$ cat config.mk
export PLATFORM = sky130hd
export DESIGN_NAME = vdp_cmd_port
export DESIGN_NICKNAME = d
export VERILOG_FILES = /design/src/rtl/vdp_pkg.sv /design/src/rtl/vdp_addr_ptr.sv /design/src/rtl/vdp_cmd_port.sv
export SDC_FILE = /design/constraint.sdc
export NUM_CORES = 1
export LEC_CHECK = 0
export CORE_ASPECT_RATIO = 1.25
export CORE_MARGIN = 2
export CORE_UTILIZATION = 38
export DETAILED_ROUTE_END_ITERATION = 6
export PLACE_DENSITY = 0.66
export SLEW_MARGIN = 20
export SYNTH_ARGS = -nofsm -noshare
export SYNTH_HDL_FRONTEND = slang
export SYNTH_SLANG_ARGS = --single-unit
$ cat constraint.sdc
create_clock -name clk -period 2.4 [get_ports clk]
set_input_delay 0.24 -clock clk [delete_from_list [all_inputs] [get_ports clk]]
set_output_delay 0.24 -clock clk [all_outputs]
set_load 0.01 [all_outputs]
$ cat src/rtl/vdp_pkg.sv
// ============================================================================
//  Module      : vdp_pkg
//  Description : Shared types and constants for the VDP command/data port.
//                Command codes, port FSM states and the Z80 I/O port numbers.
//  Revision    : 1.0
// ============================================================================
`default_nettype none

package vdp_pkg;

    // Z80 I/O port numbers decoded upstream by vdp_port_decoder
    localparam logic [7:0] VDP_DATA_PORT = 8'hBE;
    localparam logic [7:0] VDP_CTRL_PORT = 8'hBF;

    // Two-bit command code carried in bits [7:6] of the second control byte
    typedef enum logic [1:0] {
        CODE_VRAM_RD = 2'd0,
        CODE_VRAM_WR = 2'd1,
        CODE_REG_WR  = 2'd2,
        CODE_CRAM_WR = 2'd3
    } cmd_code_t;

    // Port engine states; only IDLE accepts a new access
    typedef enum logic [1:0] {
        IDLE     = 2'd0,
        WR_VRAM  = 2'd1,
        RD_FETCH = 2'd2
    } cmd_state_t;

endpackage

`default_nettype wire

$ cat src/rtl/vdp_addr_ptr.sv
// ============================================================================
//  Module      : vdp_addr_ptr
//  Description : VRAM/CRAM address pointer. Low byte and high bits are loaded
//                separately from the two control bytes; increments wrap
//                modulo 2**ADDR_W.
//  Ports       : clk, rst_L      clock / async active-low reset
//                i_load_lo       load o_addr[7:0] from i_data
//                i_load_hi       load o_addr[ADDR_W-1:8] from i_data low bits
//                i_inc           o_addr <= o_addr + 1
//                i_data[7:0]     load data
//                o_addr          current pointer
//  Revision    : 1.0
// ============================================================================
`default_nettype none

module vdp_addr_ptr #(
    parameter int ADDR_W = 14
) (
    input  logic              clk,
    input  logic              rst_L,
    input  logic              i_load_lo,
    input  logic              i_load_hi,
    input  logic              i_inc,
    input  logic [7:0]        i_data,
    output logic [ADDR_W-1:0] o_addr
);

    localparam logic [ADDR_W-1:0] c_one = {{(ADDR_W-1){1'b0}}, 1'b1};

    logic [ADDR_W-1:0] r_addr;

    // Loads only happen in IDLE and increments only on completion, so the
    // controls are never asserted together; the priority is just a safeguard.
    always_ff @(posedge clk or negedge rst_L) begin
        if (!rst_L) begin
            r_addr <= '0;
        end else if (i_load_lo) begin
            r_addr[7:0] <= i_data;
        end else if (i_load_hi) begin
            r_addr[ADDR_W-1:8] <= i_data[ADDR_W-9:0];
        end else if (i_inc) begin
            r_addr <= r_addr + c_one;
        end
    end

    assign o_addr = r_addr;

endmodule

`default_nettype wire

$ cat src/rtl/vdp_cmd_port.sv
// ============================================================================
//  Module      : vdp_cmd_port
//  Description : Z80-facing command/data port engine of the VDP. Converts one
//                decoder access into a register write, CRAM write or a
//                handshaked VRAM read/write. Owns the two-byte control latch,
//                address pointer, command code and read buffer.
//  Ports       : clk, rst_L                  clock / async active-low reset
//                MODE, CSW_L, CSR_L, vdp_go  decoder strobes (1 = control)
//                data_in / data_out          Z80 bus in / read buffer out
//                int_ack                     pulse on status (control) read
//                rf_addr, rf_data_in, rf_en  register file write
//                vram_addr/wdata/re/we       VRAM request, held until ack
//                vram_ack, vram_rdata        VRAM completion / read data
//                cram_addr/wdata/we          CRAM write
//                code                        current command code
//                overrun                     pulse: access while busy
//  Revision    : 1.0
// ============================================================================
`default_nettype none

module vdp_cmd_port
    import vdp_pkg::*;
#(
    parameter int ADDR_W   = 14,
    parameter int CRAM_AW  = 5,
    parameter int NUM_REGS = 11
) (
    input  logic               clk,
    input  logic               rst_L,
    input  logic               MODE,
    input  logic               CSW_L,
    input  logic               CSR_L,
    input  logic               vdp_go,
    input  logic [7:0]         data_in,
    output logic [7:0]         data_out,
    output logic               int_ack,
    output logic [3:0]         rf_addr,
    output logic [7:0]         rf_data_in,
    output logic               rf_en,
    output logic [ADDR_W-1:0]  vram_addr,
    output logic [7:0]         vram_wdata,
    output logic               vram_re,
    output logic               vram_we,
    input  logic               vram_ack,
    input  logic [7:0]         vram_rdata,
    output logic [CRAM_AW-1:0] cram_addr,
    output logic [5:0]         cram_wdata,
    output logic               cram_we,
    output logic [1:0]         code,
    output logic               overrun
);

    localparam logic [4:0] c_num_regs = 5'(NUM_REGS);

    cmd_state_t r_state, w_state_nx;
    cmd_code_t  r_code;
    logic       r_go_q;
    logic       r_first;
    logic [7:0] r_rbuf;

    logic [ADDR_W-1:0] w_addr;
    cmd_code_t         w_new_code;
    logic w_strobe, w_wr, w_rd, w_act, w_idle, w_take;
    logic w_ctrl_lo, w_ctrl_hi, w_ctrl_rd, w_data_wr, w_data_rd;
    logic w_cram_wr, w_ack, w_inc, w_reg_wr;

    // vdp_go is held for two cycles; act only on its rising edge.
    assign w_strobe   = vdp_go & ~r_go_q;
    assign w_wr       = ~CSW_L;
    assign w_rd       = ~CSR_L & CSW_L;
    assign w_act      = w_strobe & (w_wr | w_rd);
    assign w_idle     = (r_state == IDLE);
    assign w_take     = w_act & w_idle;

    assign w_ctrl_lo  = w_take &  MODE & w_wr &  r_first;
    assign w_ctrl_hi  = w_take &  MODE & w_wr & ~r_first;
    assign w_ctrl_rd  = w_take &  MODE & w_rd;
    assign w_data_wr  = w_take & ~MODE & w_wr;
    assign w_data_rd  = w_take & ~MODE & w_rd;

    assign w_new_code = cmd_code_t'(data_in[7:6]);
    assign w_reg_wr   = w_ctrl_hi & (w_new_code == CODE_REG_WR);
    assign w_cram_wr  = w_data_wr & (r_code == CODE_CRAM_WR);
    // An ack arriving while IDLE belongs to nobody and is dropped.
    assign w_ack      = vram_ack & ~w_idle;
    assign w_inc      = w_ack | w_cram_wr;

    vdp_addr_ptr #(
        .ADDR_W (ADDR_W)
    ) u_addr_ptr (
        .clk       (clk),
        .rst_L     (rst_L),
        .i_load_lo (w_ctrl_lo),
        .i_load_hi (w_ctrl_hi),
        .i_inc     (w_inc),
        .i_data    (data_in),
        .o_addr    (w_addr)
    );

    always_ff @(posedge clk or negedge rst_L) begin
        if (!rst_L) begin
            r_state <= IDLE;
        end else begin
            r_state <= w_state_nx;
        end
    end

    always_comb begin
        w_state_nx = r_state;
        case (r_state)
            IDLE: begin
                if ((w_ctrl_hi && w_new_code == CODE_VRAM_RD) || w_data_rd) begin
                    w_state_nx = RD_FETCH;
                end else if (w_data_wr && r_code != CODE_CRAM_WR) begin
                    w_state_nx = WR_VRAM;
                end
            end
            WR_VRAM, RD_FETCH: begin
                if (vram_ack) begin
                    w_state_nx = IDLE;
                end
            end
            default: w_state_nx = IDLE;
        endcase
    end

    always_ff @(posedge clk or negedge rst_L) begin
        if (!rst_L) begin
            r_go_q     <= 1'b0;
            r_first    <= 1'b1;
            r_code     <= CODE_VRAM_RD;
            r_rbuf     <= 8'h00;
            rf_addr    <= 4'h0;
            rf_data_in <= 8'h00;
            rf_en      <= 1'b0;
            cram_addr  <= '0;
            cram_wdata <= 6'h00;
            cram_we    <= 1'b0;
            vram_wdata <= 8'h00;
            int_ack    <= 1'b0;
            overrun    <= 1'b0;
        end else begin
            r_go_q  <= vdp_go;
            int_ack <= w_ctrl_rd;
            overrun <= w_act & ~w_idle;
            rf_en   <= w_reg_wr & ({1'b0, data_in[3:0]} < c_num_regs);
            cram_we <= w_cram_wr;

            // Any accepted access except the first control byte re-arms the
            // control latch, so a stray byte never pairs with a later one.
            if (w_take) begin
                r_first <= ~w_ctrl_lo;
            end
            if (w_ctrl_hi) begin
                r_code <= w_new_code;
            end
            if (w_reg_wr) begin
                rf_addr    <= data_in[3:0];
                rf_data_in <= w_addr[7:0];
            end
            if (w_cram_wr) begin
                cram_addr  <= w_addr[CRAM_AW-1:0];
                cram_wdata <= data_in[5:0];
            end
            if (w_data_wr && r_code != CODE_CRAM_WR) begin
                vram_wdata <= data_in;
            end
            // Data writes also land in the read buffer (SMS VDP behaviour).
            if (w_data_wr) begin
                r_rbuf <= data_in;
            end else if (w_ack && r_state == RD_FETCH) begin
                r_rbuf <= vram_rdata;
            end
        end
    end

    assign vram_we   = (r_state == WR_VRAM);
    assign vram_re   = (r_state == RD_FETCH);
    assign vram_addr = w_addr;
    assign data_out  = r_rbuf;
    assign code      = r_code;

endmodule

`default_nettype wire

==> flow_metrics.tcl, run 1 <==
set metrics [dict create \
    clk_transition_reported_paths_ns 0.07 \
    final_layout_size_suffix_gt1_share_pct 19.06 \
    synthMostInstantiatedCell "dfrtp_1" \
    die_h_um 101.5 \
    synth_edf_count 0 \
    dp.cells 419 \
    globalRoute.totalOverflow 0 \
    postCtsHoldBufs 1 \
    finalMaxSlewViolations 0 \
    synthAdderAreaFrac_pct 1.732 \
    max-clock-path-buffers 2 \
    die_area_sq_um 8324 \
    arrival_ns 2.27 \
    number_of_clock_sinks 63 \
    globalplace.congestion 0.8517 \
    setup_slack_of_the_worst_register_to_register_path_ns 0.34 \
    synth_top_area_cell "dfrtp_1" \
    worst_ir_drop_vdd_mv 0.4657 \
    ant_nets 0 \
    worst_hold_path_class "in -> reg" \
    finalWorstSetupSlack_ns 0.3432 \
    routed_wire_length_per_instance_um 16.44 \
    synth_common_cells "dfrtp_1, nand2_1, mux2_2, nor2_1, o21ai_0" \
    timing.final.hold_violations 0 \
    timing.slew.headroom_pct 55.92 \
    crit_cells 8 \
    cts_resizes 0 \
    critical_path.startpoint "r_state[0]" \
    place.port_buffers 83 \
    portion_of_synthesized_cell_area_occupied_by_the_leading_cell_type_pct 53.68 \
    cp-endpoint "u_addr_ptr.o_addr[7]" \
    cts_setup_buffers 0 \
    finalSetupViolCount 0 \
    drt_iter0_markers 179 \
    synthesized_area_fraction_occupied_by_xor_and_xnor_cells_pct 2.121 \
    floorplan.core_area_sq_um 7357 \
    layout.cells.non_filler 433 \
    critical_path_required_ns 2.61 \
    setup_crit_start_kind "flop" \
    worst_pin_slew_ns 0.6611 \
    grt_antenna_before_repair 0 \
    hpwl_um 5245 \
    final.setup_skew_ns 0.008211 \
    cts-htree-levels 3 \
    synth-compound-area-share_pct 9.870 \
    ioPinCount 84 \
    totalPowerFinal_mw 4.139 \
    design.final.nets 366 \
    design_area_sq_um 4048 \
    powerDensity_nw_per_um2 1023 \
    drc 0 \
    floorplan.initialDensity_pct 39.29 \
    syn_avg_cell_area_sq_um 11.99 \
    timing.rr.end "u_addr_ptr.o_addr[7]" \
    worst-r2r-cell-count 8 \
    async_set_or_reset_register_ratio_after_synthesis_pct 100.0 \
    cap_viol_max_count 0 \
    slowest_cp_cell "dfrtp_1" \
    synth.lib_cells_used.distinct 44 \
    clkLatencyLatePin_ns 0.33 \
    total_wire_length_um 7120 \
    end_kind "flop" \
    ys_ff_latch 63 \
    synth-simple-area-share_pct 16.10 \
    criticalPathCategory "reg -> reg" \
    drt-pass1-iter-count 4 \
    clock_tree_from_tritoncts "yes" \
    path_max_fanout 14 \
    vias 2211 \
    fmaxAchievable_ghz 0.4862 \
    synth-main-ff-cell "dfrtp_1" \
    post_synthesis_cell_area_sq_um 2890 \
    grt_first_pass_wirelength_um 11470 \
    final_min_period_over_clock_period_pct 85.70 \
    placement.setup.worst_slack_ns 0.1961 \
    grt_max_degree 38 \
    postSynthNetCount 268 \
    placement.cell_area_sq_um 3886 \
    detail_route.vias_per_cell 5.106 \
    main_area_contributors_after_synthesis "dfrtp_1, mux2_2, nand2_1" \
    post-route-min-period_ns 2.057 \
    timing.critical_path.buf_inv 2 \
    num_rows 35 \
    dominant_combinational_cell_family_by_area_after_synthesis "simple AND/OR/NAND/NOR gates" \
    number_of_cts_inserted_buffers 9 \
    grt.total_usage_pct 18.59 \
    fp.dieW_um 82.01 \
    timing.setup.tns_ns 0 \
    netlist_instances 241 \
    status "finished clean" \
    leakagePower_nw 1.780 \
    r2r_start "r_state[0]" \
    diodes 0 \
    ys_warn_count 0 \
    cts.root.buffer_cell "clkbuf_8" \
    peak_per_stage_delay_on_the_critical_path_ns 0.38 \
    layout-area-overhead-vs-synth_pct 40.04 \
    timing.critical_path.cells "inv_1, ha_1, and4bb_2, a41oi_4, buf_4, and2_1, o21ai_0, o311ai_0" \
    timing.critical_path.max_delay_family "compound AO/OA/AOI/OAI gates" \
    grt_setup_unrepaired "no" \
    first_global_vias 2244 \
    proportion_of_synthesized_chip_area_in_sequential_cells_pct 54.59 \
    synth.area.mux_share_pct 12.99 \
]
[worst reg2reg max path, cell delays in order (launching register included)]
cell and delay [ns]:
dfrtp_1 0.38, inv_1 0.07, ha_1 0.23, and4bb_2 0.28
a41oi_4 0.32, buf_4 0.26, and2_1 0.20, o21ai_0 0.10
o311ai_0 0.10
[flip-flops by register name, summed over array words and instances (netlist names), 2 cells and up]
name and flops:
rf_data_in 8, r_state 2, u_addr_ptr.o_addr 14, data_out 8, rf_addr 4, code 2
vram_wdata 8, cram_addr 5, cram_wdata 6
[cells by family after synthesis]
group / Yosys count
AO/OA/AOI/OAI: 39
multiplexers: 31
AND/OR/NAND/NOR: 83
XOR/XNOR: 7
adder cells (fa/ha/maj): 4
buffers and inverters: 14
flip-flops: 63
[cell type report]
class                   instances  area, sq um
clock inverters                 2        10.01
clock buffers                  11        141.4
fillers                       695         3309
inverters                       6        22.52
repair buffers                 95        943.4
well taps                      92        115.1
multi-input cells             164         1237
flip-flops and latches         63         1578
[per-layer routing]
| metal | share of wire [%] | up-vias | global-route usage, % |
|---|---|---|---|
| met5 | 0 | - | 0 |
| met4 | 2.3 | 0 | 7.564 |
| met3 | 5.1 | 15 | 4.545 |
| met2 | 51 | 79 | 30.02 |
| met1 | 42 | 1065 | 23.82 |
| li1 | - | 1052 | - |
[report_power, final]
| part | switching [mW] | total (mW) | internal (mW) |
|---|---|---|---|
| registers | 0.358 | 1.78 | 1.42 |
| clock network | 0.365 | 0.747 | 0.382 |
| logic | 0.645 | 1.61 | 0.967 |
| total | 1.37 | 4.14 | 2.77 |
[cell usage in the layout, fill, tap and decap left out, types with 5 or more instances in the layout]
master / netlist / routed
o21ai_0: 10 / 10
mux2_2: 24 / 24
nor3_1: 7 / 7
nor2_1: 10 / 10
buf_4: 1 / 9
clkbuf_8: 0 / 10
mux2_4: 7 / 7
inv_1: 5 / 5
nand3_1: 5 / 5
a22oi_1: 8 / 8
nand2_1: 34 / 34
a21oi_1: 9 / 9
dfrtp_1: 62 / 62
clkdlybuf4s50_1: 0 / 82
xnor2_1: 7 / 7
[worst min-delay path by stage]
| stage | from | endpoint | slack, ns | cells after the start |
|---|---|---|---|---|
| 2_1_floorplan | rst_L | code[0] | -0.06 | 0 |
| 3_3_place_gp | rst_L | rf_data_in[3] | 0.32 | 1 |
| 3_5_place_dp | rst_L | rf_data_in[3] | 0.31 | 1 |
| 4_1_cts | vdp_go | r_go_q | 0.43 | 1 |
| 5_1_grt | vdp_go | r_go_q | 0.46 | 1 |
| 6_report | vdp_go | r_go_q | 0.44 | 1 |
[stage by stage]
| step | hold slack [ns] | util [%] |
|---|---|---|
| after detailed placement | 0.3105 | 52.82 |
| final | 0.4416 | 55.02 |
| after floorplan | -0.05559 | - |
| after global placement | 0.3202 | 52.82 |
| after global routing | 0.4601 | 55.02 |
| after CTS | 0.4323 | 55.02 |
(Power assumes the default switching activity.)
==> run 2: changes to the inputs <==
- SETUP_SLACK_MARGIN: not set -> 0.2
==> flow_metrics.tcl, run 2 (synthesis gave the netlist of run 1 again) <==
set metrics [dict create \
    status "finished clean" \
    fmaxAchievable_ghz 0.4835 \
    leakagePower_nw 1.782 \
    number_of_cts_inserted_buffers 9 \
    timing.slew.headroom_pct 55.92 \
    top_register "u_addr_ptr.o_addr" \
    worst_ir_drop_vdd_mv 0.4657 \
    path_max_fanout 8 \
    mostFrequentLayoutCell "clkdlybuf4s50_1" \
    place.port_buffers 83 \
    finalSetupViolCount 0 \
    final.fill_count 694 \
    clkLatencyLatePin_ns 0.33 \
    slowest_cp_cell "dfrtp_1" \
    cts.root.buffer_cell "clkbuf_8" \
    hpwl_um 5245 \
    timing.rr.end "u_addr_ptr.o_addr[13]" \
    worst_hold_path_class "in -> reg" \
    first_global_vias 2244 \
    grt.total_usage_pct 18.59 \
    max-clock-path-buffers 2 \
    die_area_sq_um 8324 \
    hold_slack_ns 0.4416 \
    grt_first_pass_wirelength_um 11470 \
    diodes 0 \
    final.setup_skew_ns 0.008211 \
    finalMaxSlewViolations 0 \
    power.clock.fraction_pct 18.0 \
    arrival_ns 2.28 \
    end_kind "flop" \
    powerDensity_nw_per_um2 1023 \
    switching_share_pct 33.03 \
    commonest_non_fill_non_tap_cells_in_the_layout "clkdlybuf4s50_1, dfrtp_1, nand2_1" \
    power_switching_mw 1.368 \
    layout-area-overhead-vs-synth_pct 40.17 \
    die_h_um 101.5 \
    floorplan.initialDensity_pct 39.29 \
    timing.critical_path.buf_inv 1 \
    clk_transition_reported_paths_ns 0.07 \
    globalRoute.totalOverflow 0 \
    timing.critical_path.cells "inv_1, ha_1, and4bb_2, a41oi_4, mux2_2, a221o_1" \
    routed_wire_length_per_instance_um 16.44 \
    grt_antenna_before_repair 0 \
    num_rows 35 \
    grt_max_degree 38 \
    drc 0 \
    worst_pin_slew_ns 0.6611 \
    final_layout_size_suffix_gt1_share_pct 19.06 \
    r2r_start "r_state[0]" \
    setup_crit_start_kind "flop" \
    timing.critical_path.max_delay_family "compound AO/OA/AOI/OAI gates" \
    peak_per_stage_delay_on_the_critical_path_ns 0.38 \
    clock_tree_from_tritoncts "yes" \
    pwr-share-comb_pct 39.0 \
    grt_setup_unrepaired "no" \
    ioPinCount 84 \
    crit_cells 6 \
    setup_slack_of_the_worst_register_to_register_path_ns 0.33 \
    timing.setup.tns_ns 0 \
    total_wire_length_um 7119 \
    drt-pass1-iter-count 4 \
    worst-r2r-cell-count 6 \
    design.final.nets 366 \
    vias 2211 \
    largest_reg_flops 14 \
    critical_path_required_ns 2.61 \
    detail_route.vias_per_cell 5.106 \
    drt_iter0_markers 179 \
    fp.dieW_um 82.01 \
    ant_nets 0 \
    final_min_period_over_clock_period_pct 86.18 \
    power.sequential.fraction_pct 43.0 \
    timing.final.hold_violations 0 \
    cap_viol_max_count 0 \
    floorplan.core_area_sq_um 7357 \
    cts-htree-levels 3 \
    cp-endpoint "u_addr_ptr.o_addr[13]" \
    post-route-min-period_ns 2.068 \
    critical_path.startpoint "r_state[0]" \
    criticalPathCategory "reg -> reg" \
    internal_power_mw 2.775 \
    number_of_clock_sinks 63 \
    globalplace.congestion 0.8517 \
]
run 2: worst min path at each step:
stage | end | cells past startpoint | slack [ns] | from
6_report | r_go_q | 1 | 0.44 | vdp_go
3_5_place_dp | rf_data_in[3] | 1 | 0.31 | rst_L
2_1_floorplan | code[0] | 0 | -0.06 | rst_L
4_1_cts | r_go_q | 1 | 0.43 | vdp_go
3_3_place_gp | rf_data_in[3] | 1 | 0.32 | rst_L
5_1_grt | r_go_q | 1 | 0.46 | vdp_go
run 2: cell type report:
class | instances | area [sq um] | area share [%]
clock inverters | 2 | 10.01 | 0.2471
repair buffers | 95 | 947.2 | 23.38
multi-input cells | 164 | 1237 | 30.54
clock buffers | 11 | 141.4 | 3.490
well taps | 92 | 115.1 | 2.841
inverters | 6 | 22.52 | 0.5559
flip-flops and latches | 63 | 1578 | 38.94
run 2: per-stage QoR:
stage | total power, mW | area [sq um] | std cells | util, % | setup WS [ns]
floorplan | 2.465 | 2890 | 241 | - | 0.4037
global placement | 3.389 | 3886 | 419 | 52.82 | 0.2132
detailed placement | 3.421 | 3886 | 419 | 52.82 | 0.1961
CTS | 4.189 | 4048 | 433 | 55.02 | 0.3437
global route | 4.427 | 4051 | 433 | 55.07 | 0.2033
finish | 4.143 | 4051 | 433 | 55.07 | 0.3317
run 2: per-layer routing:
metal	track usage (%)	part of all wire (%)	up-vias
met3	4.545	5.1	15
met5	0	0	-
met2	30.02	51	79
li1	-	-	1052
met1	23.82	42	1065
met4	7.564	2.3	0
run 2: power by group through the flow:
stage	Combinational [mW]	Sequential, mW	Clock, mW
2_1_floorplan	0.594	1.87	0
3_3_place_gp	1.60	1.79	0
3_5_place_dp	1.62	1.80	0
4_1_cts	1.63	1.78	0.773
5_1_grt	1.76	1.84	0.826
6_report	1.62	1.78	0.747
run 2: what timing repair did:
| item | CTS | global route |
|---|---|---|
| endpoints found under the hold margin | 25 | 0 |
| buffers inserted | 0 | 0 |
| gates resized for setup | 0 | 1 |
| setup endpoints to repair | 0 | 3 |
| hold buffers | 1 | 0 |
